`src/rtl/mips_fetch_pkg.sv`:
```
// Shared types and constants for the MIPS32 instruction-fetch front end.
package mips_fetch_pkg;

    localparam int INSTR_W = 32;
    localparam logic [INSTR_W-1:0] NOP_WORD = 32'h0;

    // IDLE: nothing in flight; BUSY: live request in flight; KILL: squashed request in flight
    typedef enum logic [1:0] {
        IDLE,
        BUSY,
        KILL
    } fetch_state_t;

endpackage

```
`src/rtl/fetch_queue.sv`:
```
// Synchronous prefetch FIFO; flush takes priority over push and pop.
module fetch_queue #(
    parameter int DEPTH = 4,
    parameter int WIDTH = 64
) (
    input  logic                       clk,
    input  logic                       reset,
    input  logic                       push,
    input  logic                       pop,
    input  logic                       flush,
    input  logic [WIDTH-1:0]           din,
    output logic                       full,
    output logic                       empty,
    output logic [WIDTH-1:0]           head,
    output logic [$clog2(DEPTH):0]     count
);

    localparam int PW = $clog2(DEPTH);
    localparam int CW = PW + 1;

    logic [WIDTH-1:0] mem [DEPTH];
    logic [PW-1:0]    rd_ptr;
    logic [PW-1:0]    wr_ptr;
    logic [CW-1:0]    cnt;
    logic             do_push;
    logic             do_pop;

    assign full    = (cnt == CW'(DEPTH));
    assign empty   = (cnt == '0);
    assign head    = mem[rd_ptr];
    assign count   = cnt;
    assign do_pop  = pop && !empty;
    assign do_push = push && (!full || do_pop);

    // Pointer and occupancy bookkeeping
    always_ff @(posedge clk) begin
        if (reset || flush) begin
            rd_ptr <= '0;
            wr_ptr <= '0;
            cnt    <= '0;
        end else begin
            if (do_push) wr_ptr <= wr_ptr + 1'b1;
            if (do_pop)  rd_ptr <= rd_ptr + 1'b1;
            case ({do_push, do_pop})
                2'b10:   cnt <= cnt + 1'b1;
                2'b01:   cnt <= cnt - 1'b1;
                default: cnt <= cnt;
            endcase
        end
    end

    // Entry storage, written only on an accepted push
    always_ff @(posedge clk) begin
        if (!reset && !flush && do_push) mem[wr_ptr] <= din;
    end

endmodule

```
`src/rtl/mips_fetch_unit.sv`:
```
// Instruction-fetch front end: owns the fetch PC, issues one outstanding
// imem request at a time, buffers returned words and handles redirects.
module mips_fetch_unit
    import mips_fetch_pkg::*;
#(
    parameter int              XLEN     = 32,
    parameter int              DEPTH    = 4,
    parameter logic [XLEN-1:0] RESET_PC = '0
) (
    input  logic               clk,
    input  logic               reset,
    output logic               imem_req,
    output logic [XLEN-1:0]    imem_addr,
    input  logic               imem_ack,
    input  logic [INSTR_W-1:0] imem_data,
    input  logic               redirect_valid,
    input  logic [XLEN-1:0]    redirect_pc,
    output logic               if_valid,
    input  logic               if_ready,
    output logic [XLEN-1:0]    if_pc,
    output logic [INSTR_W-1:0] if_ir
);

    localparam int CW = $clog2(DEPTH) + 1;
    localparam int QW = XLEN + INSTR_W;

    fetch_state_t      state, state_n;
    logic [XLEN-1:0]   fpc, fpc_n;
    logic [XLEN-1:0]   req_addr, req_addr_n;
    logic [XLEN-1:0]   redirect_tgt;
    logic              q_push, push_c, q_pop;
    logic              q_full, q_empty;
    logic [QW-1:0]     q_head;
    logic [CW-1:0]     q_count;
    logic              unused_redirect_lsbs;

    assign redirect_tgt         = {redirect_pc[XLEN-1:2], 2'b00};
    assign unused_redirect_lsbs = ^redirect_pc[1:0];

    fetch_queue #(
        .DEPTH (DEPTH),
        .WIDTH (QW)
    ) u_queue (
        .clk   (clk),
        .reset (reset),
        .push  (q_push),
        .pop   (q_pop),
        .flush (redirect_valid),
        .din   ({imem_addr, imem_data}),
        .full  (q_full),
        .empty (q_empty),
        .head  (q_head),
        .count (q_count)
    );

    assign q_push   = push_c && !q_full;
    assign if_valid = !q_empty && !reset;
    assign q_pop    = if_valid && if_ready;
    assign if_pc    = if_valid ? q_head[QW-1:INSTR_W] : '0;
    assign if_ir    = if_valid ? q_head[INSTR_W-1:0]  : NOP_WORD;

    // State, fetch PC and in-flight address registers
    always_ff @(posedge clk) begin
        if (reset) begin
            state    <= IDLE;
            fpc      <= RESET_PC;
            req_addr <= RESET_PC;
        end else begin
            state    <= state_n;
            fpc      <= fpc_n;
            req_addr <= req_addr_n;
        end
    end

    // Request generation, next-state and PC update; redirect overrides push and fpc
    always_comb begin
        state_n    = state;
        fpc_n      = fpc;
        req_addr_n = req_addr;
        push_c     = 1'b0;
        imem_req   = 1'b0;
        imem_addr  = fpc;
        case (state)
            IDLE: begin
                imem_req  = (q_count < CW'(DEPTH)) && !reset;
                imem_addr = fpc;
                if (imem_req) begin
                    if (imem_ack) begin
                        push_c = 1'b1;
                        fpc_n  = fpc + XLEN'(4);
                    end else begin
                        req_addr_n = fpc;
                        state_n    = BUSY;
                    end
                end
            end
            BUSY: begin
                imem_req  = !reset;
                imem_addr = req_addr;
                if (imem_ack) begin
                    push_c  = 1'b1;
                    fpc_n   = req_addr + XLEN'(4);
                    state_n = IDLE;
                end
            end
            KILL: begin
                imem_req  = !reset;
                imem_addr = req_addr;
                if (imem_ack) state_n = IDLE;
            end
            default: state_n = IDLE;
        endcase
        // A redirect leaves any in-flight request on the bus but marks it squashed
        if (redirect_valid) begin
            push_c = 1'b0;
            fpc_n  = redirect_tgt;
            if (imem_req && imem_ack) state_n = IDLE;
            else if (imem_req)        state_n = KILL;
        end
        if (reset) imem_addr = RESET_PC;
    end

endmodule
```
`config.mk`:
```
export PLATFORM = sky130hd
export DESIGN_NAME = mips_fetch_unit
export DESIGN_NICKNAME = d
export VERILOG_FILES = /design/src/rtl/mips_fetch_pkg.sv /design/src/rtl/fetch_queue.sv /design/src/rtl/mips_fetch_unit.sv
export SDC_FILE = /design/constraint.sdc
export NUM_CORES = 1
export LEC_CHECK = 0
export ABC_AREA = 1
export CORE_MARGIN = 4
export CORE_UTILIZATION = 55
export DETAILED_ROUTE_END_ITERATION = 12
export PLACE_DENSITY = 0.78
export SETUP_SLACK_MARGIN = 0.2
export SLEW_MARGIN = 20
export SYNTH_ARGS = -nofsm -noshare
export SYNTH_HDL_FRONTEND = slang
export SYNTH_HIERARCHICAL = 1
export SYNTH_SLANG_ARGS = --single-unit
```
`constraint.sdc`:
```
create_clock -name clk -period 7.5 [get_ports clk]
set_input_delay 1.875 -clock clk [delete_from_list [all_inputs] [get_ports clk]]
set_output_delay 1.875 -clock clk [all_outputs]
set_load 0.01 [all_outputs]
```
# Yosys cells after proc, flatten, opt, wreduce, memory -nomap -nowiden
# Memories as Yosys holds them, arrays and structs flattened. A register that Yosys moved wholly into a read port is not among the register bits.
# Cells that the tools add are included.
classes:
  n_addsub: 6
  multipliers: 0
  div: 0
  order_cmp: 1
  n_eq_ne: 11
  n_shift: 0
  n_mux: 26
  bitwise_logic: 1
  n_reduce_logical: 25
op_table:
  columns: ["operator", "n"]
  rows:
  - ["two-way mux 32 bit", 8]
  - ["adder 32 x 3 -> 32 bit (second input constant)", 2]
  - ["one-hot mux 32 bit (2 select lines)", 1]
  - ["two-way mux 2 bit", 8]
  - ["logical AND 1 bit", 9]
  - ["inequality test 3 bit (second input constant)", 3]
  - ["AND reduction 4 bit", 2]
  - ["inequality test 2 bit (second input constant)", 3]
  - ["one-hot mux 3 bit (2 select lines)", 1]
  - ["two-way mux 1 bit", 5]
  - ["adder 2 x 1 -> 2 bit (second input constant)", 2]
  - ["== test 2 x 1 -> 1 bit (second input constant)", 2]
  - ["== test 2 bit (second input constant)", 2]
  - ["logical NOT 1 bit", 4]
  - ["one-hot mux 1 bit (2 select lines)", 2]
  - ["one-hot mux 2 bit (2 select lines)", 1]
  - ["nonzero test 2 bit", 2]
  - ["OR reduction 2 bit", 2]
  - ["adder 3 x 1 -> 3 bit (second input constant)", 1]
  - ["== test 3 bit (second input constant)", 1]
  - ["logical NOT 3 bit", 1]
  - ["< comparator 3 bit (second input constant)", 1]
  - ["AND reduction 3 bit", 1]
  - ["nonzero test 3 bit", 1]
  - ["other kinds (4)", 5]
word_totals:
  register_bits: 73
  latch_bits: 0
  ram_bits: 256
  rom_bits: 0
  in_bits: 69
  out_inout_bits: 98
  word_cells: 78
  n_memories: 1
memory_table:
  columns: ["name", "depth", "width", "rd", "rd_clocked_by_memory_dff", "write_ports", "line", "source"]
  rows:
  - ["u_queue.mem", 4, 64, 1, 1, 1, "fetch_queue.sv:21", "logic [WIDTH-1:0] mem [DEPTH];"]

# Longest topological paths before layout
# Gate-level depths: netlist of run 1.
depth:
  word_depth: 10
  mapped_depth: 15
  depth_no_buf: 14

# Hierarchy
# Netlist of run 1, hierarchy kept.
modules_own_cells:
  columns: ["mod", "instances", "cells_per_inst", "area_each_um2", "seq_area_each_um2"]
  rows:
  - ["fetch_queue", 1, 687, 9975.8, 7867.5]
  - ["mips_fetch_unit", 1, 840, 4998.5, 1321.3]

# Worst setup path before layout of run 1
# No wires, ideal clock.
synth_timing:
  path_type: "in2reg"
  startpoint: "in redirect_valid"
  endpoint: "mem u_queue.mem[0][0] (enable)"
  setup_time_ps: 487
  t_arrival_ps: 6090
  required_ps: 7013
  setup_slack_ps: 923
  path_stages: 5
  n_path_buf: 2
  cell_sequence: "clkbuf_1 -> clkbuf_1 -> a2111oi_0 -> nand3_1 -> nor2_1"
synth_via:
  elab_chain_cells: 6
  elab_cells_between_ends: 8
  cone_classes: "mux: 3; reduce/logical: 5"
synth_rtl:
  columns: ["item", "line", "source"]
  rows:
  - ["from (decl)", "mips_fetch_unit.sv:16", "input logic redirect_valid,"]
  - ["two-way mux 1 bit", "mips_fetch_unit.sv:114", "if (redirect_valid) begin"]
  - ["logical AND 1 bit", "mips_fetch_unit.sv:56", "assign q_push = push_c && !q_full;"]
  - ["via q_push", "mips_fetch_unit.sv:31", "logic q_push, push_c, q_pop;"]
  - ["logical AND 1 bit", "fetch_queue.sv:33", "assign do_push = push && (!full || do_pop);"]
  - ["logical AND 1 bit", "fetch_queue.sv:54", "if (!reset && !flush && do_push) mem[wr_ptr] <= din;"]
  - ["two-way mux 1 bit", "fetch_queue.sv:54", null]
  - ["two-way mux 1 bit (not written as such)", "fetch_queue.sv:54", null]
  - ["to (decl)", "fetch_queue.sv:21", null]
# The timed path passes the listed nets, and every way through them passes these cells.

# Worst setup path after layout of run 1
layout_timing:
  startpoint: "in reset"
  endpoint: "out imem_addr[30]"
layout_via:
  elab_chain_cells: 1
layout_rtl:
  columns: ["item", "line", "source"]
  rows:
  - ["from (decl)", "mips_fetch_unit.sv:11", "input logic reset,"]
  - ["two-way mux 32 bit", "mips_fetch_unit.sv:120", "if (reset) imem_addr = RESET_PC;"]
  - ["to (decl)", "mips_fetch_unit.sv:13", "output logic [XLEN-1:0] imem_addr,"]
# No other way between the ends.

==> results of run 1 <==
==> synth_stat cells (2+ instances only) <==
cell type / number / area, sq um
nor2_4: 11 / 124
inv_1: 157 / 589
nand3_1: 44 / 220
buf_2: 7 / 35.0
dfxtp_1: 75 / 1500
inv_2: 4 / 15.0
nand4_1: 5 / 31.3
xor2_1: 3 / 26.3
o21ai_1: 59 / 295
buf_6: 19 / 214
nor2_1: 232 / 871
o21ai_2: 2 / 17.5
edfxtp_1: 256 / 7690
xnor2_1: 2 / 17.5
nand2_1: 181 / 679
a31oi_1: 7 / 43.8
a2111oi_0: 2 / 17.5
clkbuf_2: 3 / 15.0
nand2_4: 7 / 78.8
a21oi_1: 97 / 485
nor2_2: 17 / 106
nand2_2: 24 / 150
buf_4: 6 / 45.0
a22oi_1: 21 / 158
o21ai_0: 150 / 751
clkbuf_1: 52 / 195
o22ai_1: 64 / 400
ha_1: 8 / 100
==> path summary, 6_finish.rpt <==
| path | from | endpoint | cells after the start |
|---|---|---|---|
| max | reset | imem_addr[30] | 6 |
| min | u_queue/rd_ptr[1]$_SDFFE_PP0N_ | register | 2 |
| max reg2reg | state[1]$_SDFF_PP0_ | u_queue/mem[1][12]$_DFFE_PP_ | 9 |
| min reg2reg | u_queue/rd_ptr[1]$_SDFFE_PP0N_ | register | 2 |
==> cells by family (layout without fill, tap and decap cells) <==
family / count (synthesis) / in the layout / synth area share, %
xor+xnor: 5 / 5 / 0.292
compound gates: 405 / 405 / 14.6
buf+inv: 251 / 406 / 7.59
simple gates: 526 / 526 / 15.3
fa+ha+maj: 9 / 9 / 0.802
flops: 331 / 331 / 61.4
==> metal layers <==
| metal | global-route usage, % | vias to the layer above |
|---|---|---|
| li1 | - | 5476 |
| met1 | 30.4 | 5230 |
| met2 | 39.1 | 363 |
| met3 | 3.59 | 60 |
| met4 | 6.92 | 0 |
| met5 | 0 | - |
==> final cells by class <==
cell class	instances	area share [%]
flip-flops and latches	331	51.5
inverters	162	3.42
repair buffers	184	10.2
clock inverters	19	1.01
well taps	341	2.39
multi-input cells	945	26.2
clock buffers	41	5.27
==> through the flow <==
stage	utilization [%]	hold WS, ps	cells	cell area [sq um]	total power [mW]
2_1_floorplan	-	436	1527	15000	2.24
3_3_place_gp	62.2	445	1963	16700	2.37
3_5_place_dp	62.2	452	1963	16700	2.38
4_1_cts	66.4	464	2023	17800	4.06
5_1_grt	66.4	497	2023	17800	4.17
6_report	66.4	466	2023	17800	4.03
==> tightest hold or removal path, cell delays in order (launching register included) <==
cell	delay [ps]
dfxtp_1	300
inv_1	60
a21oi_1	70
==> sequential cells by signal, summed over array words and instances (netlist names), named ones only <==
| name | cells |
|---|---|
| fpc | 30 |
| u_queue/mem | 256 |
| req_addr | 32 |
| u_queue/wr_ptr | 2 |
| u_queue/count | 3 |
| state | 2 |
| u_queue/rd_ptr | 2 |
==> power groups by stage <==
| stage | Clock (mW) | Sequential (mW) | Combinational, mW |
|---|---|---|---|
| finish | 1.68 | 2.03 | 0.313 |
| global route | 1.79 | 2.03 | 0.346 |
| CTS | 1.71 | 2.03 | 0.314 |
| detailed placement | 0 | 2.07 | 0.312 |
| global placement | 0 | 2.07 | 0.305 |
| floorplan | 0 | 2.07 | 0.176 |
==> flow_summary.json, run 1 <==
{
  "top_layer": "met4",
  "vias": 11100,
  "synth_nets": 1605,
  "cp.required_ps": 5620,
  "power_per_cell_area_mw_per_mm2": 226,
  "p_switching_mw": 0.891,
  "fill_cells": 2117,
  "crit_path_end_kind": "output pin",
  "layout_min_cycle_time_ps": 6250,
  "nNetsFinal": 1737,
  "crit_path_start_kind": "primary input",
  "gr-usage-all-layers_pct": 22.8,
  "dp_hpwl_um": 21800,
  "clk-insertion-delay-late_ps": 500,
  "crit_type": "in -> out",
  "drt_iter0_drc": 798,
  "port_buffers": 164,
  "wl_um": 35000,
  "ctsResizeCount": 0,
  "die_x_um": 173,
  "arrival_ps": 4370,
  "path_common_cell": "clkdlybuf4s50_1",
  "clkTransAtPathRegs_ps": 60,
  "grt_pass1_vias": 10700,
  "post-route-period-util_pct": 83.3,
  "mostFrequentLayoutCell": "edfxtp_1",
  "tns_ps": 0,
  "peakVddDrop_mv": 0.145,
  "crit_buf_inv": 4,
  "min_path_type": "reg -> reg",
  "cp_slowest_cell": "clkdlybuf4s50_1",
  "multi_input_area_sq_mm": 0.00468,
  "p_sw_share_pct": 22.1,
  "synth-edff-count": 256,
  "status": "completed",
  "layout_common_cells": "edfxtp_1, nor2_1, nand2_1",
  "postCtsSetupRepairBufs": 0,
  "grt_max_degree": 78,
  "max_slew_margin_pct": 34.8,
  "h-tree-depth": 2,
  "dp_slack_ps": 1320,
  "antenna_found_initial": 0,
  "finalHoldViolations": 0,
  "grt_overflow": 0,
  "synth_area_per_cell_sq_um": 9.81,
  "wl_met1_um": 15000,
  "leakage_nw": 6.54,
  "regToRegSetupSlack_ps": 3610,
  "setup_viol": 0,
  "die-area_sq_mm": 0.0299,
  "die_h_um": 173,
  "synth_seq_cells": 331,
  "routed_via_density": 5.50,
  "synth_seq_area_share_pct": 61.4,
  "fin_worst_skew_ps": 16.6,
  "p_clk_share_pct": 41.8,
  "postSynthCellCount": 1527,
  "synthFlopType": "edfxtp_1",
  "grt_pass1_wl_um": 55800,
  "rsz0062_at_grt": "no",
  "internal_power_mw": 3.14,
  "io_pins": 167,
  "clock_sinks": 331,
  "seqCellArea_sq_mm": 0.00919,
  "routabilityCongestion": 0.965,
  "cpLargestDelayFamily": "buffers and inverters",
  "maxSlewViolCount": 0,
  "start_util_pct": 55.7,
  "crit_path_max_incr_delay_ps": 680,
  "drive_gt1_share_pct": 8.80,
  "fin_ws_ps": 1250,
  "ys_warn_count": 6,
  "route.met3.wl_um": 2130,
  "syn_to_final_growth_pct": 19.2,
  "cp_cell_sequence": "clkdlybuf4s50_1, inv_1, buf_4, o21ai_0, a21oi_1, clkdlybuf4s50_1",
  "p_seq_share_pct": 50.4,
  "met2_wirelength_um": 17000,
  "ant_nets": 0,
  "critPathMaxFanout": 30,
  "synth_cell_types": 40,
  "comb_power_share_pct": 7.8,
  "syn-cell-area_sq_mm": 0.0150,
  "core_sq_mm": 0.0269,
  "maxCapViolations": 0,
  "drcViolationCount": 0,
  "fmaxAchievable_mhz": 160,
  "cts_hold_buf": 0,
  "fp-row-count": 60,
  "dr.pass1.iters": 5,
  "synthArstFlopShare_pct": 0,
  "diodes": 0,
  "wl_per_cell_um": 17.3,
  "root_buffer": "clkbuf_16",
  "clock_path_buffers": 3,
  "cts_inserted_buffers": 35,
  "cts_tree": "done",
  "worst_slew_pin_slew_ps": 978
}
(Power assumes the default switching activity.)
==> inputs of run 2 (changes only) <==
--- a/config.mk
+++ b/config.mk
@@ -7,9 +7,9 @@
 export LEC_CHECK = 0
 export ABC_AREA = 1
 export CORE_MARGIN = 4
-export CORE_UTILIZATION = 55
+export CORE_UTILIZATION = 51
 export DETAILED_ROUTE_END_ITERATION = 12
-export PLACE_DENSITY = 0.78
+export PLACE_DENSITY = 0.76
 export SETUP_SLACK_MARGIN = 0.2
 export SLEW_MARGIN = 20
 export SYNTH_ARGS = -nofsm -noshare
==> constraint.sdc (replaced) <==
create_clock -name clk -period 5.66 [get_ports clk]
set_input_delay 1.415 -clock clk [delete_from_list [all_inputs] [get_ports clk]]
set_output_delay 1.415 -clock clk [all_outputs]
set_load 0.01 [all_outputs]
==> run 2 against run 1 <==
Register-to-register slack got worse by 1500 ps; clock skew decreased by 5.9 ps; clock power up 37%; flip-flop and latch count did not move; global-route usage down 1.8 points; routed wire length is 1.7% lower; power is 35% higher; sequential share of layout area down 0.78 points; clock-buffer cell count increased by 5; critical path type unchanged; largest power group unchanged.
==> flow_summary.json, run 2 (same netlist as run 1, synthesis figures left out) <==
{
  "cts_tree": "done",
  "wl_um": 34400,
  "fill_cells": 2316,
  "grt_max_degree": 79,
  "cts_hold_buf": 0,
  "root_buffer": "clkbuf_16",
  "syn_to_final_growth_pct": 21.0,
  "grt_overflow": 0,
  "start_util_pct": 51.9,
  "min_path_type": "reg -> reg",
  "tns_ps": 0,
  "antenna_found_initial": 1,
  "dp_hpwl_um": 22200,
  "hold_depth": 2,
  "postCtsSetupRepairBufs": 0,
  "regToRegSetupSlack_ps": 2120,
  "gr-usage-all-layers_pct": 21.0,
  "mostFrequentLayoutCell": "edfxtp_1",
  "crit_path_start_kind": "primary input",
  "crit_path_end_kind": "output pin",
  "maxCapViolations": 0,
  "maxSlewViolCount": 0,
  "die_x_um": 179,
  "peakVddDrop_mv": 0.163,
  "routed_via_density": 5.33,
  "cp.required_ps": 4240,
  "vias": 11100,
  "reg.largest.list": "u_queue/mem x256, req_addr x32, fpc x30",
  "largest_reg_flops": 256,
  "placement.cell_area_sq_mm": 0.0169,
  "fp-row-count": 62,
  "core_sq_mm": 0.0289,
  "ant_nets": 0,
  "leakage_nw": 6.67,
  "diodes": 0,
  "grt_pass1_vias": 10200,
  "worst_slew_pin_slew_ps": 750,
  "setup_viol": 0,
  "critical_path.endpoint": "imem_addr[9]",
  "io_pins": 167,
  "cts_inserted_buffers": 34,
  "status": "completed",
  "largest_register": "u_queue/mem",
  "finalHoldViolations": 0,
  "layout_min_cycle_time_ps": 5010,
  "nNetsFinal": 1756,
  "arrival_ps": 3590,
  "final_area_sq_mm": 0.0181,
  "routabilityCongestion": 0.944,
  "drcViolationCount": 0,
  "layout_common_cells": "edfxtp_1, nor2_1, nand2_1",
  "ff2ff_path_depth": 9,
  "critPathMaxFanout": 65,
  "clk-insertion-delay-late_ps": 510,
  "max_slew_margin_pct": 49.9,
  "crit_type": "in -> out",
  "post-route-period-util_pct": 88.5,
  "die-area_sq_mm": 0.0322,
  "clock_sinks": 331,
  "die_h_um": 179,
  "setup.worst_path.start": "reset",
  "drive_gt1_share_pct": 9.81,
  "fin_worst_skew_ps": 10.7,
  "timing.rr.start": "state[1]$_SDFF_PP0_",
  "rsz0062_at_grt": "no",
  "ctsResizeCount": 0,
  "fmaxAchievable_mhz": 200,
  "drt_iter0_drc": 994,
  "clock_path_buffers": 3,
  "clkTransAtPathRegs_ps": 60,
  "wl_per_cell_um": 16.5,
  "grt_pass1_wl_um": 53500,
  "dr.pass1.iters": 7,
  "power_per_cell_area_mw_per_mm2": 299,
  "port_buffers": 164,
  "reg2reg_to": "u_queue/mem[3][1]$_DFFE_PP_",
  "h-tree-depth": 2
}
run 2: layout make-up:
| type | instances | area, sq um | share of cell area (%) |
|---|---|---|---|
| Multi-Input combinational cell | 945 | 4680 | 25.8 |
| Timing Repair Buffer | 204 | 1980 | 10.9 |
| Inverter | 162 | 611 | 3.37 |
| Sequential cell | 331 | 9190 | 50.7 |
| Clock inverter | 14 | 199 | 1.10 |
| Clock buffer | 46 | 980 | 5.41 |
| Tap cell | 384 | 480 | 2.65 |
run 2: critical path, cell delays in order:
cell and delay, ps:
clkdlybuf4s50_1 520, inv_1 140, buf_12 240, o21ai_0 130, a21oi_1 470, clkdlybuf4s50_1 660
run 2: power breakdown:
part / switching, mW / leakage, nW / internal, mW
combinational: 0.255 / 3.12 / 0.178
clock: 0.889 / 0.567 / 1.41
sequential: 0.0244 / 2.99 / 2.67
total: 1.17 / 6.67 / 4.25
run 2: worst min-delay path by stage:
stage	end	start
finish	register	u_queue/rd_ptr[1]$_SDFFE_PP0N_
global route	req_addr[27]$_SDFFE_PP0P_	req_addr[27]$_SDFFE_PP0P_
CTS	register	u_queue/rd_ptr[1]$_SDFFE_PP0N_
detailed placement	register	u_queue/rd_ptr[1]$_SDFFE_PP0N_
global placement	register	u_queue/rd_ptr[1]$_SDFFE_PP0N_
floorplan	register	u_queue/rd_ptr[1]$_SDFFE_PP0N_
run 2: layer usage:
metal / routed length, um / global-route usage (%) / vias to the layer above
met5: 11 / 0 / -
met4: 817 / 6.63 / 2
met3: 2070 / 3.11 / 56
met2: 16300 / 34.6 / 331
met1: 15300 / 29.1 / 5212
li1: - / - / 5514
run 2: per-stage QoR:
step	hold WS (ps)	utilization (%)	setup WS, ps	std cells	total power [mW]
final	458	62.8	654	2086	5.42
after global routing	489	62.8	581	2086	5.61
after CTS	463	62.8	679	2086	5.46
after detailed placement	451	58.7	687	2026	3.17
after global placement	443	58.7	716	2026	3.16
after floorplan	436	-	-457	1527	2.97
==> inputs of run 3 (changes only) <==
--- a/config.mk
+++ b/config.mk
@@ -8,6 +8,7 @@
 export ABC_AREA = 1
 export CORE_MARGIN = 4
 export CORE_UTILIZATION = 51
+export CTS_CLUSTER_DIAMETER = 200
 export DETAILED_ROUTE_END_ITERATION = 12
 export PLACE_DENSITY = 0.76
 export SETUP_SLACK_MARGIN = 0.2
==> results of run 3 <==
No change in the layout: final DEF, timing and power equal those of run 2.
